<file path="config.mk">
export PLATFORM = sky130hd
export DESIGN_NAME = tlast_join
export DESIGN_NICKNAME = d
export VERILOG_FILES = /design/src/rtl/tlast_join.sv
export SDC_FILE = /design/constraint.sdc
export NUM_CORES = 1
export LEC_CHECK = 0
export CAP_MARGIN = 30
export CORE_ASPECT_RATIO = 2
export CORE_MARGIN = 4
export CORE_UTILIZATION = 60
export CTS_CLUSTER_DIAMETER = 80
export DETAILED_ROUTE_END_ITERATION = 8
export PLACE_DENSITY = 0.87
export SLEW_MARGIN = 20
export SYNTH_ARGS = -nofsm -noshare
export SYNTH_HDL_FRONTEND = slang
export SYNTH_SLANG_ARGS = --single-unit
</file>
<file path="constraint.sdc">
create_clock -name clk -period 6.09 [get_ports clk]
set_input_delay 1.218 -clock clk [delete_from_list [all_inputs] [get_ports clk]]
set_output_delay 1.218 -clock clk [all_outputs]
set_load 0.03 [all_outputs]
</file>
<file path="src/rtl/tlast_join.sv">
// tlast_join: pairs a buffered data-beat stream with a buffered per-beat
// last-flag stream and emits an AXI-Stream beat with TLAST through a
// registered output stage.
module tlast_join #(
  parameter int unsigned BUS_WIDTH  = 32,
  parameter int unsigned DATA_DEPTH = 16,
  parameter int unsigned LAST_DEPTH = 16
) (
  input  logic                 clk,
  input  logic                 reset,
  input  logic [BUS_WIDTH-1:0] i_data,
  input  logic                 i_data_valid,
  output logic                 o_data_ready,
  input  logic                 i_last,
  input  logic                 i_last_valid,
  output logic [BUS_WIDTH-1:0] o_tdata,
  output logic                 o_tlast,
  output logic                 o_tvalid,
  input  logic                 i_tready,
  output logic                 o_last_overflow,
  output logic [15:0]          o_pkt_count
);

  localparam int unsigned DAW = $clog2(DATA_DEPTH);
  localparam int unsigned LAW = $clog2(LAST_DEPTH);
  localparam int unsigned DCW = DAW + 1;
  localparam int unsigned LCW = LAW + 1;

  // Data FIFO storage and bookkeeping
  logic [BUS_WIDTH-1:0] data_mem [DATA_DEPTH];
  logic [DAW-1:0]       data_wr;
  logic [DAW-1:0]       data_rd;
  logic [DCW-1:0]       data_count;
  logic [DCW-1:0]       data_count_next;

  // Flag FIFO storage and bookkeeping
  logic [LAST_DEPTH-1:0] last_mem;
  logic [LAW-1:0]        last_wr;
  logic [LAW-1:0]        last_rd;
  logic [LCW-1:0]        last_count;

  logic data_empty;
  logic last_full;
  logic last_empty;
  logic data_push;
  logic last_push;
  logic last_drop;
  logic load;

  // FIFO status, push/pop qualification and next data occupancy
  always_comb begin
    data_empty      = 1'b0;
    last_full       = 1'b0;
    last_empty      = 1'b0;
    data_push       = 1'b0;
    last_push       = 1'b0;
    last_drop       = 1'b0;
    load            = 1'b0;
    data_count_next = data_count;

    data_empty = (data_count == DCW'(0));
    last_full  = (last_count == LCW'(LAST_DEPTH));
    last_empty = (last_count == LCW'(0));

    // o_data_ready mirrors !full of the registered count, so no push while full
    data_push  = i_data_valid && o_data_ready;
    load       = !data_empty && !last_empty && (!o_tvalid || i_tready);
    // A full flag FIFO still accepts a flag when a pop frees a slot this cycle
    last_push  = i_last_valid && (!last_full || load);
    last_drop  = i_last_valid && last_full && !load;

    if (data_push && !load) begin
      data_count_next = data_count + DCW'(1);
    end else if (load && !data_push) begin
      data_count_next = data_count - DCW'(1);
    end
  end

  // Data FIFO write port; contents need no reset since pointers are cleared
  always_ff @(posedge clk) begin
    if (data_push) begin
      data_mem[data_wr] <= i_data;
    end
  end

  // Flag FIFO write port
  always_ff @(posedge clk) begin
    if (last_push) begin
      last_mem[last_wr] <= i_last;
    end
  end

  // Pointers, occupancy, ready and overflow state
  always_ff @(posedge clk) begin
    if (reset) begin
      data_wr         <= '0;
      data_rd         <= '0;
      data_count      <= '0;
      o_data_ready    <= 1'b1;
      last_wr         <= '0;
      last_rd         <= '0;
      last_count      <= '0;
      o_last_overflow <= 1'b0;
    end else begin
      if (data_push) begin
        data_wr <= data_wr + DAW'(1);
      end
      if (load) begin
        data_rd <= data_rd + DAW'(1);
        last_rd <= last_rd + LAW'(1);
      end
      data_count   <= data_count_next;
      o_data_ready <= (data_count_next != DCW'(DATA_DEPTH));

      if (last_push) begin
        last_wr <= last_wr + LAW'(1);
      end
      if (last_push && !load) begin
        last_count <= last_count + LCW'(1);
      end else if (load && !last_push) begin
        last_count <= last_count - LCW'(1);
      end

      if (last_drop) begin
        o_last_overflow <= 1'b1;
      end
    end
  end

  // Output register: holds under backpressure, reloads on the handshake cycle
  always_ff @(posedge clk) begin
    if (reset) begin
      o_tvalid <= 1'b0;
      o_tdata  <= '0;
      o_tlast  <= 1'b0;
    end else if (load) begin
      o_tvalid <= 1'b1;
      o_tdata  <= data_mem[data_rd];
      o_tlast  <= last_mem[last_rd];
    end else if (i_tready) begin
      o_tvalid <= 1'b0;
    end
  end

  // Completed-packet counter, wraps naturally at 16 bits
  always_ff @(posedge clk) begin
    if (reset) begin
      o_pkt_count <= '0;
    end else if (o_tvalid && i_tready && o_tlast) begin
      o_pkt_count <= o_pkt_count + 16'd1;
    end
  end

endmodule

</file>
---- Yosys cells after proc, flatten, opt, wreduce, memory -nomap -nowiden ----
Memories as Yosys holds them, arrays and structs flattened. A register that Yosys moved wholly into a read port is not among the register bits.
Index checks and enable logic that the tools add are counted.
storage, ports and cells
  word-level logic and storage cells ...... 66
  memory bits (writable) .................. 512
  input port bits ......................... 38
  output and inout port bits .............. 52
  memories kept ........................... 1
  register bits after elaboration ......... 62
memory list
  memory    depth  width  read ports  clocked after Yosys merged registers in  write ports  line  source
  data_mem  16     32     1           1                                        1            30    logic [BUS_WIDTH-1:0] data_mem [DATA_DEPTH];
cells by class
  order comparisons ....................... 3
  muxes and demuxes ....................... 13
  equality and inequality tests ........... 2
  $add $sub $neg .......................... 9
  reduce and logical (&&, ||, !) cells .... 26
operator list
  cell                                                 number
  2-to-1 mux 5 bit                                     4
  adder 16 x 1 -> 16 bit, second input constant        1
  adder 4 x 1 -> 4 bit, second input constant          4
  bitwise mux 16 bit                                   1
  logical AND 1 bit                                    13
  adder 5 x 1 -> 5 bit, second input constant          2
  zero test 5 bit                                      2
  < comparator 4 x 5 -> 1 bit, second input constant   2
  subtractor 5 x 1 -> 5 bit, second input constant     2
  zero test 1 bit                                      7
  2-to-1 mux 1 bit                                     6
  equality test 5 bit, second input constant           1
  inequality test 5 bit, second input constant         1
  binary-select mux 1 bit (select 4 bit)               1
  demux 1 bit (select 4 bit)                           1
  >= comparator 4 x 1 -> 1 bit, second input constant  1
  nonzero test 2 bit                                   2
  logical OR 1 bit                                     2

---- Longest topological paths before layout ----
Gate-level depths: netlist of run 1.
  depth in word-level cells ............... 10
  gate-level depth with buffers ........... 15
  mapped depth without buffers ............ 13

---- Worst setup path before layout of run 1 ----
Ideal clock, no wire load.
  path type ............................... input-to-reg
  start ................................... input port i_data_valid
  end ..................................... memory data_mem[3][0] (enable)
  cell stages on the path ................. 4
  path buffers ............................ 1
  slack ................................... 1442 ps
  required time ........................... 5629 ps
  data arrival time ....................... 4187 ps
  library setup time ...................... 461 ps
  cell sequence ........................... and2_1 clkbuf_1 nand2_1 nor3_1
on the way
  longest elaborated chain between the ends .. 3
ends and longest elaborated chain
  element                                 line  source
  from (decl)                             12    input logic i_data_valid,
  logical AND 1 bit                       66    data_push = i_data_valid && o_data_ready;
  2-to-1 mux 1 bit                        81    if (data_push) begin
  2-to-1 mux 1 bit (implied by the code)  82    data_mem[data_wr] <= i_data;
  to (decl)                               30
No other way between the ends.

---- Worst setup path after layout of run 1 ----
  start ................................... input port i_data_valid
  end ..................................... memory data_mem[2][2] (enable)
The elaborated chain is that of the path after synthesis.

==> reports/results.ini, run 1 <==
[outcome]
status=complete, no violations

[routing]
drc=0
vias=12200
ant_nets=0
drt-pass1-iter-count=5
totalWireLength_mm=52.1
drt_iter0_drc=1502
via_per_inst=6.52
wl_per_cell_um=28.0

[placement]
post-place-ws_ns=1.75
place_congestion=0.816
portBuffers=89
placed_area_um2=24800
dpl.hpwl_mm=29.2

[synth]
synth_nets=1273
synth.distinct_cells=46
synth_edf_count=528
ys.flop_type=edfxtp_1
syn_avg_cell_area_um2=19.1
async_flop_share=0
synthTopCellsByArea=edfxtp_1, mux4_2, dfxtp_1, a22oi_1, a21oi_1
syn-instance-count=1216
syn_area_um2=23300
synth.top_cell.area_share=0.682
ys_seq_area_frac=0.749
yosys-top-cells-count=edfxtp_1, mux4_2, nor2_1
yosysTopAreaCell=edfxtp_1
yosys.cell_count.top_type=edfxtp_1
synth-seq-cells=606
yosysWarnings=0

[clock_network]
cts_buffer_depth=3
cts-resized-gates=0
cts_sinks=606
holdBufCountCts=0
cts.clk_slew.worst_paths_ns=0.07
cts_max_level=2
worstSkewPairLatency_ns=0.58
root_buffer=clkbuf_16
cts_setup_buffers=0
cts_tree=built
numCtsBuffers=49

[global_routing]
grt_usage=0.252
grt-ovfl-total=0
grt_pass1_wl_mm=79.5
grt_start_max_net_pins=132
antenna_found_initial=0
grt_pass1_vias=12700

[die]
core_area_um2=38200
ioPinCount=90
die_h_um=286
rows=101
dieWidth_um=147
initial_core_util=0.610
dieArea_um2=42200

[timing]
hold_viol_final=0
setup_viol=0
slew-limit-headroom=0.354
skew_ns=0.0351
final.setup.tns_ns=0
timing.fmax_mhz=261
finalCritPeriodShare=0.629
period_minus_slack_ns=3.83
fin_ws_ns=2.26
maxSlewViolCount=0
rsz0062_at_grt=no
worstMarginPinSlew_ns=0.963

[power_and_ir_drop]
p_per_area_nw_per_um2=396
max-vdd-ir-drop_mv=0.376
cellLeakagePower_nw=8.28

[finish]
area_growth_pct=13.6
antenna_cells=0
fin_nets=1367
fillCellCount=2280
final_area_um2=26400
drive_above_1_share=0.196

[critical_path]
cp-end-kind=register
worstPathMaxFanout=23
rr_endpoint=last_count[4]
r2r_start=data_count[0]
critPathRequiredTime_ns=6.32
cp.arrival_ns=4.06
cpPeakStageDelay_ns=0.82
r2r_setup_slack_ns=2.69
critPathLaunchType=input port
crit_chain=clkdlybuf4s50_1 > and2_1 > nand2_1 > nor3_2 > buf_4
rr_worst_depth=13
critPathKind=input port to register
crit_path_top_delay_cell=nor3_2

[min_path]
min_path_cells=2
hold_end=o_tlast
hold_path.startpoint=o_tlast
hold_class=register to register

[flow_run]
drv_cap=0

-- how the worst max path moves through the flow --
stage	startpoint	to	slack, ns
finish	i_data_valid	data_mem[2][2]	2.26
global route	i_tready	last_count[4]	2.13
detailed placement	i_data_valid	data_mem[2][1]	1.75
floorplan	i_data_valid	data_mem[3][0]	1.44
global placement	i_data_valid	data_mem[3][2]	1.85
CTS	i_data_valid	data_mem[2][16]	2.28
-- state kept, by name, indices dropped and copies added (netlist names) --
register and count:
o_pkt_count 16, data_rd 4, last_count 5, o_data_ready 1, data_count 5, data_wr 4
o_tdata 32, o_tlast 1, last_rd 4, last_mem 16, last_wr 4, o_last_overflow 1
o_tvalid 1, data_mem 512
-- logic make-up after synthesis --
group	synth area share
AOI/OAI and AO/OA	0.0445
xor gates and xnor gates	0.0117
adders and majority gates	0.0105
buffers and inverters	0.0178
DFF	0.749
muxes	0.131
and+or+nand+nor	0.0359
-- power by group --
group          total (mW)  switching [mW]  internal, mW
clock network        3.26            1.43          1.83
registers            4.88           0.171          4.71
logic                2.33            1.32          1.02
-- layout make-up --
cell class	count	area, µm²	area share
sequential	606	17400	0.659
multi-input combinational	526	5560	0.210
clock buffer	67	1360	0.0513
timing repair buffer	115	1120	0.0423
tap	515	644	0.0244
clock inverter	24	294	0.0111
inverter	12	45.0	0.00170
-- metal layers --
layer  wire length [µm]  vias to the layer above  share of wire  track usage
li1                   -                     5083              -            -
met1              17200                     6199           0.33        0.304
met2              29000                      736           0.56        0.459
met3               3910                      135          0.075       0.0319
met4               2020                        0          0.039        0.102
met5                  0                        -              0            0
-- through the flow --
stage | util | total power, mW | instances | hold slack (ns)
floorplan | - | 6.66 | 1216 | 0.482
global placement | 0.649 | 7.18 | 1773 | 0.468
detailed placement | 0.650 | 7.25 | 1774 | 0.472
CTS | 0.693 | 10.5 | 1865 | 0.487
global route | 0.693 | 10.9 | 1865 | 0.518
finish | 0.693 | 10.5 | 1865 | 0.487
-- worst max-delay path, delay by kind of cell --
family                 cells  cell delay (ns)
buffers and inverters      2             1.00
and+or+nand+nor            3             1.82
-- cells in the final DEF, fill, tap and decap left out, types with 18 or more instances in the layout --
cell type	netlist	final
edfxtp_1	528	528
ha_1	18	18
dfxtp_1	78	76
clkbuf_16	0	50
a21oi_1	79	79
clkdlybuf4s50_1	0	88
mux4_2	133	133
nor2_1	93	80
a22oi_1	64	64
buf_4	5	23
nand2_1	28	28
No activity file was read; power rests on OpenSTA's default activity.
==> run 2: changes to the inputs <==
- CORE_UTILIZATION: 60 -> 55
- PLACE_DENSITY: 0.87 -> 0.84
- clock period: 6.09 -> 3.25 ns (I/O delays scaled with it)
==> run 2 against run 1 <==
Against the previous run: worst setup slack got worse by 2.1 ns; largest cell class unchanged; cell count rose by 3.2%; sequential share of layout area fell by 1.4 points.
==> reports/results.ini, run 2 (synthesized netlist as in run 1, its figures left out) <==
[critical_path]
rr_worst_depth=13  ; unchanged
critPathKind=register to register
path_buf_inv=2  ; unchanged
cp.depth=13  ; +8
r2r_setup_slack_ns=0.20  ; -2.49 ns
critPathLaunchType=register
cpPeakStageDelay_ns=0.46  ; -0.36 ns
cp.arrival_ns=3.55  ; -0.51 ns
r2r_start=data_count[0]
cp-end-kind=register
critPathRequiredTime_ns=3.75  ; -2.57 ns
worstPathMaxFanout=7  ; -70%
crit_path_top_delay_cell=dfxtp_1
crit_chain=inv_1 > ha_1 > nor4b_4 > o211ai_1 > and2_1 > ha_1 > inv_1 > fa_1 > a21o_1 > a21oi_1 > xnor2_1 > or3_1 > a21oi_1
crit_family=adder cells
rr_endpoint=last_count[4]

[clock_network]
cts_buffer_depth=3  ; unchanged
holdBufCountCts=0  ; unchanged
cts_max_level=2  ; unchanged
cts-resized-gates=0  ; unchanged
worstSkewPairLatency_ns=0.59  ; about the same
root_buffer=clkbuf_16
cts_tree=built
cts_setup_buffers=0  ; unchanged
cts_sinks=606  ; unchanged
cts.clk_slew.worst_paths_ns=0.07  ; about the same
numCtsBuffers=49  ; unchanged

[routing]
totalWireLength_mm=52.1  ; about the same
via_per_inst=6.33  ; -2.9%
vias=12200  ; +0.17%
drt_iter0_drc=1200  ; -20%
drc=0  ; unchanged
wl_per_cell_um=27.1  ; -3.1%
drt-pass1-iter-count=5  ; unchanged
ant_nets=0  ; unchanged

[die]
initial_core_util=0.557  ; -0.0527
rows=106  ; +5.0%
ioPinCount=90  ; unchanged
core_area_um2=41800  ; +9.5%
dieWidth_um=153  ; +4.2%
dieArea_um2=45900  ; +8.7%
die_h_um=299  ; +4.3%

[finish]
regArea_um2=17400  ; unchanged
reg.largest.list=data_mem x512, o_tdata x32
mostFrequentLayoutCells=edfxtp_1, mux4_2, clkdlybuf4s50_1
multi_input_area_um2=5590  ; +0.63%
fillCellCount=2645  ; +16%
final_common_cell=edfxtp_1
area_growth_pct=16.2
drive_above_1_share=0.214  ; +0.0180
final_area_um2=27000  ; +2.2%
max_flop_register=data_mem
fin_nets=1399  ; +2.3%
largest_reg_flops=512  ; unchanged

[min_path]
hold_end=o_tdata[31]
hold_class=register to register
hold_path.startpoint=o_tdata[31]
min_path_cells=2  ; unchanged

[outcome]
status=complete, no violations

[timing]
worstMarginPinSlew_ns=0.965  ; +0.00141 ns
timing.fmax_mhz=328
period_minus_slack_ns=3.05
finalCritPeriodShare=0.939
slew-limit-headroom=0.357  ; +0.00256
hold_viol_final=0  ; unchanged
rsz0062_at_grt=no
skew_ns=0.0232  ; -0.0118 ns
setup_viol=0  ; unchanged
maxSlewViolCount=0  ; unchanged
final.setup.tns_ns=0  ; unchanged

[flow_run]
drv_cap=0  ; unchanged

[placement]
dpl.hpwl_mm=28.8  ; -1.5%
placed_area_um2=25300  ; +1.9%
portBuffers=89  ; unchanged
place_congestion=0.773  ; -5.3%

[power_and_ir_drop]
p_per_area_nw_per_um2=744  ; +88%
cellLeakagePower_nw=8.52  ; +2.9%
total_power_mw=20.1  ; +92%
max-vdd-ir-drop_mv=0.588  ; +56%

[global_routing]
antenna_found_initial=2  ; +2
grt_usage=0.229  ; -0.0231
grt_pass1_vias=12900  ; +1.4%
grt_pass1_wl_mm=79.5  ; about the same
grt-ovfl-total=0  ; unchanged
grt_start_max_net_pins=74  ; -44%

-- run 2: area by class of cell --
| cell class | count | share of cell area |
|---|---|---|
| clock inverter | 27 | 0.0169 |
| multi-input combinational | 526 | 0.207 |
| sequential | 606 | 0.645 |
| timing repair buffer | 147 | 0.0563 |
| antenna | 3 | 0.000278 |
| inverter | 12 | 0.00167 |
| clock buffer | 63 | 0.0481 |
| tap | 540 | 0.0250 |
-- run 2: worst max path at each step --
stage,from,end,slack [ns]
detailed placement,i_tready,last_count[4],0.003
finish,data_count[0],last_count[4],0.20
floorplan,i_data_valid,data_mem[15][0],0.02
global placement,i_tready,last_count[4],0.05
CTS,data_count[0],last_count[4],0.21
global route,data_count[0],last_count[4],0.05
-- run 2: metal layers --
metal,vias up,track usage,part of all wire,wire (µm)
met1,6231,0.278,0.34,17700
met2,676,0.411,0.54,28300
met3,127,0.0358,0.078,4060
li1,5140,-,-,-
met5,-,0,0,0
met4,0,0.0890,0.040,2070
-- run 2: worst register-to-register path, stage by stage (launching register included) --
cell      delay [ns]
dfxtp_1         0.46
inv_1           0.13
ha_1            0.23
nor4b_4         0.15
o211ai_1        0.21
and2_1          0.19
ha_1            0.19
inv_1           0.10
fa_1            0.40
a21o_1          0.18
a21oi_1         0.20
xnor2_1         0.10
or3_1           0.30
a21oi_1         0.14
-- run 2: stage by stage --
stage / util / setup WS, ns / hold WS [ns] / cells
global route: 0.647 / 0.0471 / 0.547 / 1922
CTS: 0.647 / 0.207 / 0.484 / 1921
detailed placement: 0.605 / 0.00284 / 0.464 / 1831
global placement: 0.605 / 0.0533 / 0.461 / 1831
floorplan: - / 0.0245 / 0.482 / 1216
finish: 0.647 / 0.198 / 0.494 / 1924
-- run 2: power breakdown --
group          internal, mW  leakage, nW  switching [mW]  total [mW]
clock                  3.75        0.856            2.71        6.46
sequential             8.82         5.41           0.394        9.21
combinational          2.07         2.26            2.38        4.45
total                  14.6         8.52            5.48        20.1
==> run 3: changes to the inputs <==
- CTS_CLUSTER_SIZE: unset -> 10
- clock period: 3.25 -> 2.7 ns (I/O delays scaled with it)
==> run 3 against run 2 <==
Against the previous run: non-clock buffer count is 10 higher; cell area is 2.1% higher; cell count increased by 2.4%; largest power group unchanged; core utilization up 1.4 points; clock power rose by 33%; sequential power increased by 18%; largest cell class unchanged; register-to-register slack lost 0.07 ns; critical path depth did not move; combinational power grew 31%.
==> reports/results.ini, run 3 (synthesized netlist as in run 1, its figures left out) <==
[die]
dieWidth_um=153  ; unchanged
die_h_um=299  ; unchanged
rows=106  ; unchanged
ioPinCount=90  ; unchanged
core_area_um2=41800  ; unchanged
dieArea_um2=45900  ; unchanged
initial_core_util=0.557  ; unchanged

[timing]
skew_ns=0.0157  ; -0.00750 ns
finalCritPeriodShare=0.954  ; +0.0151
hold_viol_final=0  ; unchanged
fin_ws_ns=0.124  ; -0.0741 ns
slew-limit-headroom=0.605  ; +0.248
rsz0062_at_grt=no
worstMarginPinSlew_ns=0.591  ; -0.373 ns
timing.fmax_mhz=388  ; +18%
setup_viol=0  ; unchanged
period_minus_slack_ns=2.58  ; -0.476 ns
maxSlewViolCount=0  ; unchanged
whs_ns=0.411  ; -0.0825 ns

[critical_path]
rr_worst_depth=13  ; unchanged
cp-end-kind=register
cp.arrival_ns=3.09  ; -0.46 ns
critPathLaunchType=register
critPathKind=register to register
worstPathMaxFanout=3  ; -4
critPathRequiredTime_ns=3.21  ; -0.54 ns

[routing]
drt-pass1-iter-count=6  ; +1
drc=0  ; unchanged
via_per_inst=6.33  ; about the same
wl_per_cell_um=28.0  ; +3.4%
drt_iter0_drc=1370  ; +14%
vias=12500  ; +2.4%
ant_nets=0  ; unchanged
totalWireLength_mm=55.2  ; +5.8%

[power_and_ir_drop]
total_power_mw=25.3  ; +26%
p_per_area_nw_per_um2=917  ; +23%
cellLeakagePower_nw=8.73  ; +2.4%
internal_power_mw=18.3  ; +25%
p_switching_mw=6.98  ; +27%
power.share.sequential=0.432  ; -0.026
power.share.clock=0.338  ; +0.017
power.share.switching=0.276  ; +0.00320
power_frac_comb=0.229  ; +0.008
max-vdd-ir-drop_mv=0.636  ; +8.0%

[finish]
largest_reg_flops=512  ; unchanged
fin_nets=1430  ; +2.2%
drive_above_1_share=0.224  ; +0.00991
final_common_cell=edfxtp_1
area_growth_pct=18.6
final_area_um2=27600  ; +2.1%
reg.largest.list=data_mem x512, o_tdata x32
max_flop_register=data_mem
mostFrequentLayoutCells=edfxtp_1, mux4_2, clkdlybuf4s50_1

[placement]
place_congestion=0.804  ; +4.0%
placed_area_um2=25500  ; +1.0%
dpl.hpwl_mm=30.6  ; +6.3%
post-place-ws_ns=-0.329  ; -0.332 ns
portBuffers=89  ; unchanged

[clock_network]
cts_buffer_depth=3  ; unchanged
cts.clk_slew.worst_paths_ns=0.06  ; about the same
numCtsBuffers=70  ; +43%
cts_sinks=606  ; unchanged
cts_tree=built
worstSkewPairLatency_ns=0.58  ; about the same
cts_max_level=3  ; +1
root_buffer=clkbuf_16

[flow_run]
drv_cap=0  ; unchanged

[global_routing]
antenna_found_initial=3  ; +1
grt_start_max_net_pins=70  ; -5.4%
grt-ovfl-total=0  ; unchanged
grt_pass1_vias=13300  ; +3.0%
grt_pass1_wl_mm=83.2  ; +4.7%
grt_usage=0.244  ; +0.0152

[min_path]
hold_class=input port to register
min_path_cells=2  ; unchanged

[outcome]
status=complete, no violations

[run 3: cell count changes in the layout (fill, tap and decap cells not counted), moves of 2 or more]
cell	before	now
clkbuf_1	12	50
ha_1	18	15
inv_2	1	3
inv_1	11	8
buf_4	42	40
clkinv_4	2	0
ha_4	0	3
clkbuf_16	49	71
bufinv_16	11	1
clkbuf_8	2	0
clkinv_1	4	0
clkinv_2	4	0
dfxtp_1	76	74
buf_12	16	28
[run 3: final cells by class]
cell class	instances	area [µm²]
Clock inverter	5	76.3
Sequential cell	606	17400
Clock buffer	121	1960
Timing Repair Buffer	157	1750
Antenna cell	3	7.51
Fill cell	2594	14200
Tap cell	540	676
Multi-Input combinational cell	526	5640
Inverter	12	47.5
[run 3: final timing paths]
path         slack (ns)              end             from
max reg2reg        0.12    last_count[4]    data_count[0]
min reg2reg        0.48  o_last_overflow  o_last_overflow
min                0.41  o_last_overflow            reset
max                0.12    last_count[4]    data_count[0]
[run 3: what timing repair did]
action / CTS / global route
endpoints found under the setup margin: 0 / 1
setup buffers: 0 / 1
hold buffers: 0 / 0
resized for setup: 0 / 3
[run 3: power groups by stage]
stage	Sequential (mW)	Combinational, mW	Clock, mW
after global placement	11.1	5.49	0
after CTS	10.9	5.79	8.65
after floorplan	11.2	3.89	0
final	10.9	5.81	8.56
after global routing	11.0	6.28	9.09
after detailed placement	11.1	5.67	0
[run 3: metal layers]
metal | wire, µm | GRT usage | up-vias
met2 | 30300 | 0.439 | 706
met5 | 0 | 0 | -
met3 | 4030 | 0.0413 | 162
li1 | - | - | 5220
met1 | 18500 | 0.288 | 6382
met4 | 2280 | 0.107 | 0
[run 3: worst max-delay path: stages, from the launching register on]
cell and delay (ns):
dfxtp_4 0.35, inv_2 0.05, ha_4 0.15, nor4b_4 0.13, o211ai_1 0.23, and2_4 0.20, ha_4 0.14, inv_4 0.04
fa_2 0.36, a21o_1 0.20, a21oi_2 0.14, xnor2_1 0.08, or3_1 0.31, a21oi_1 0.12
[run 3: per-stage QoR]
stage                     setup TNS (ns)   util  cells
after floorplan                  -159.38      -   1216
after global placement            -0.403  0.611   1840
after detailed placement          -0.587  0.611   1840
after CTS                              0  0.660   1966
after global routing                   0  0.660   1970
final                                  0  0.660   1970
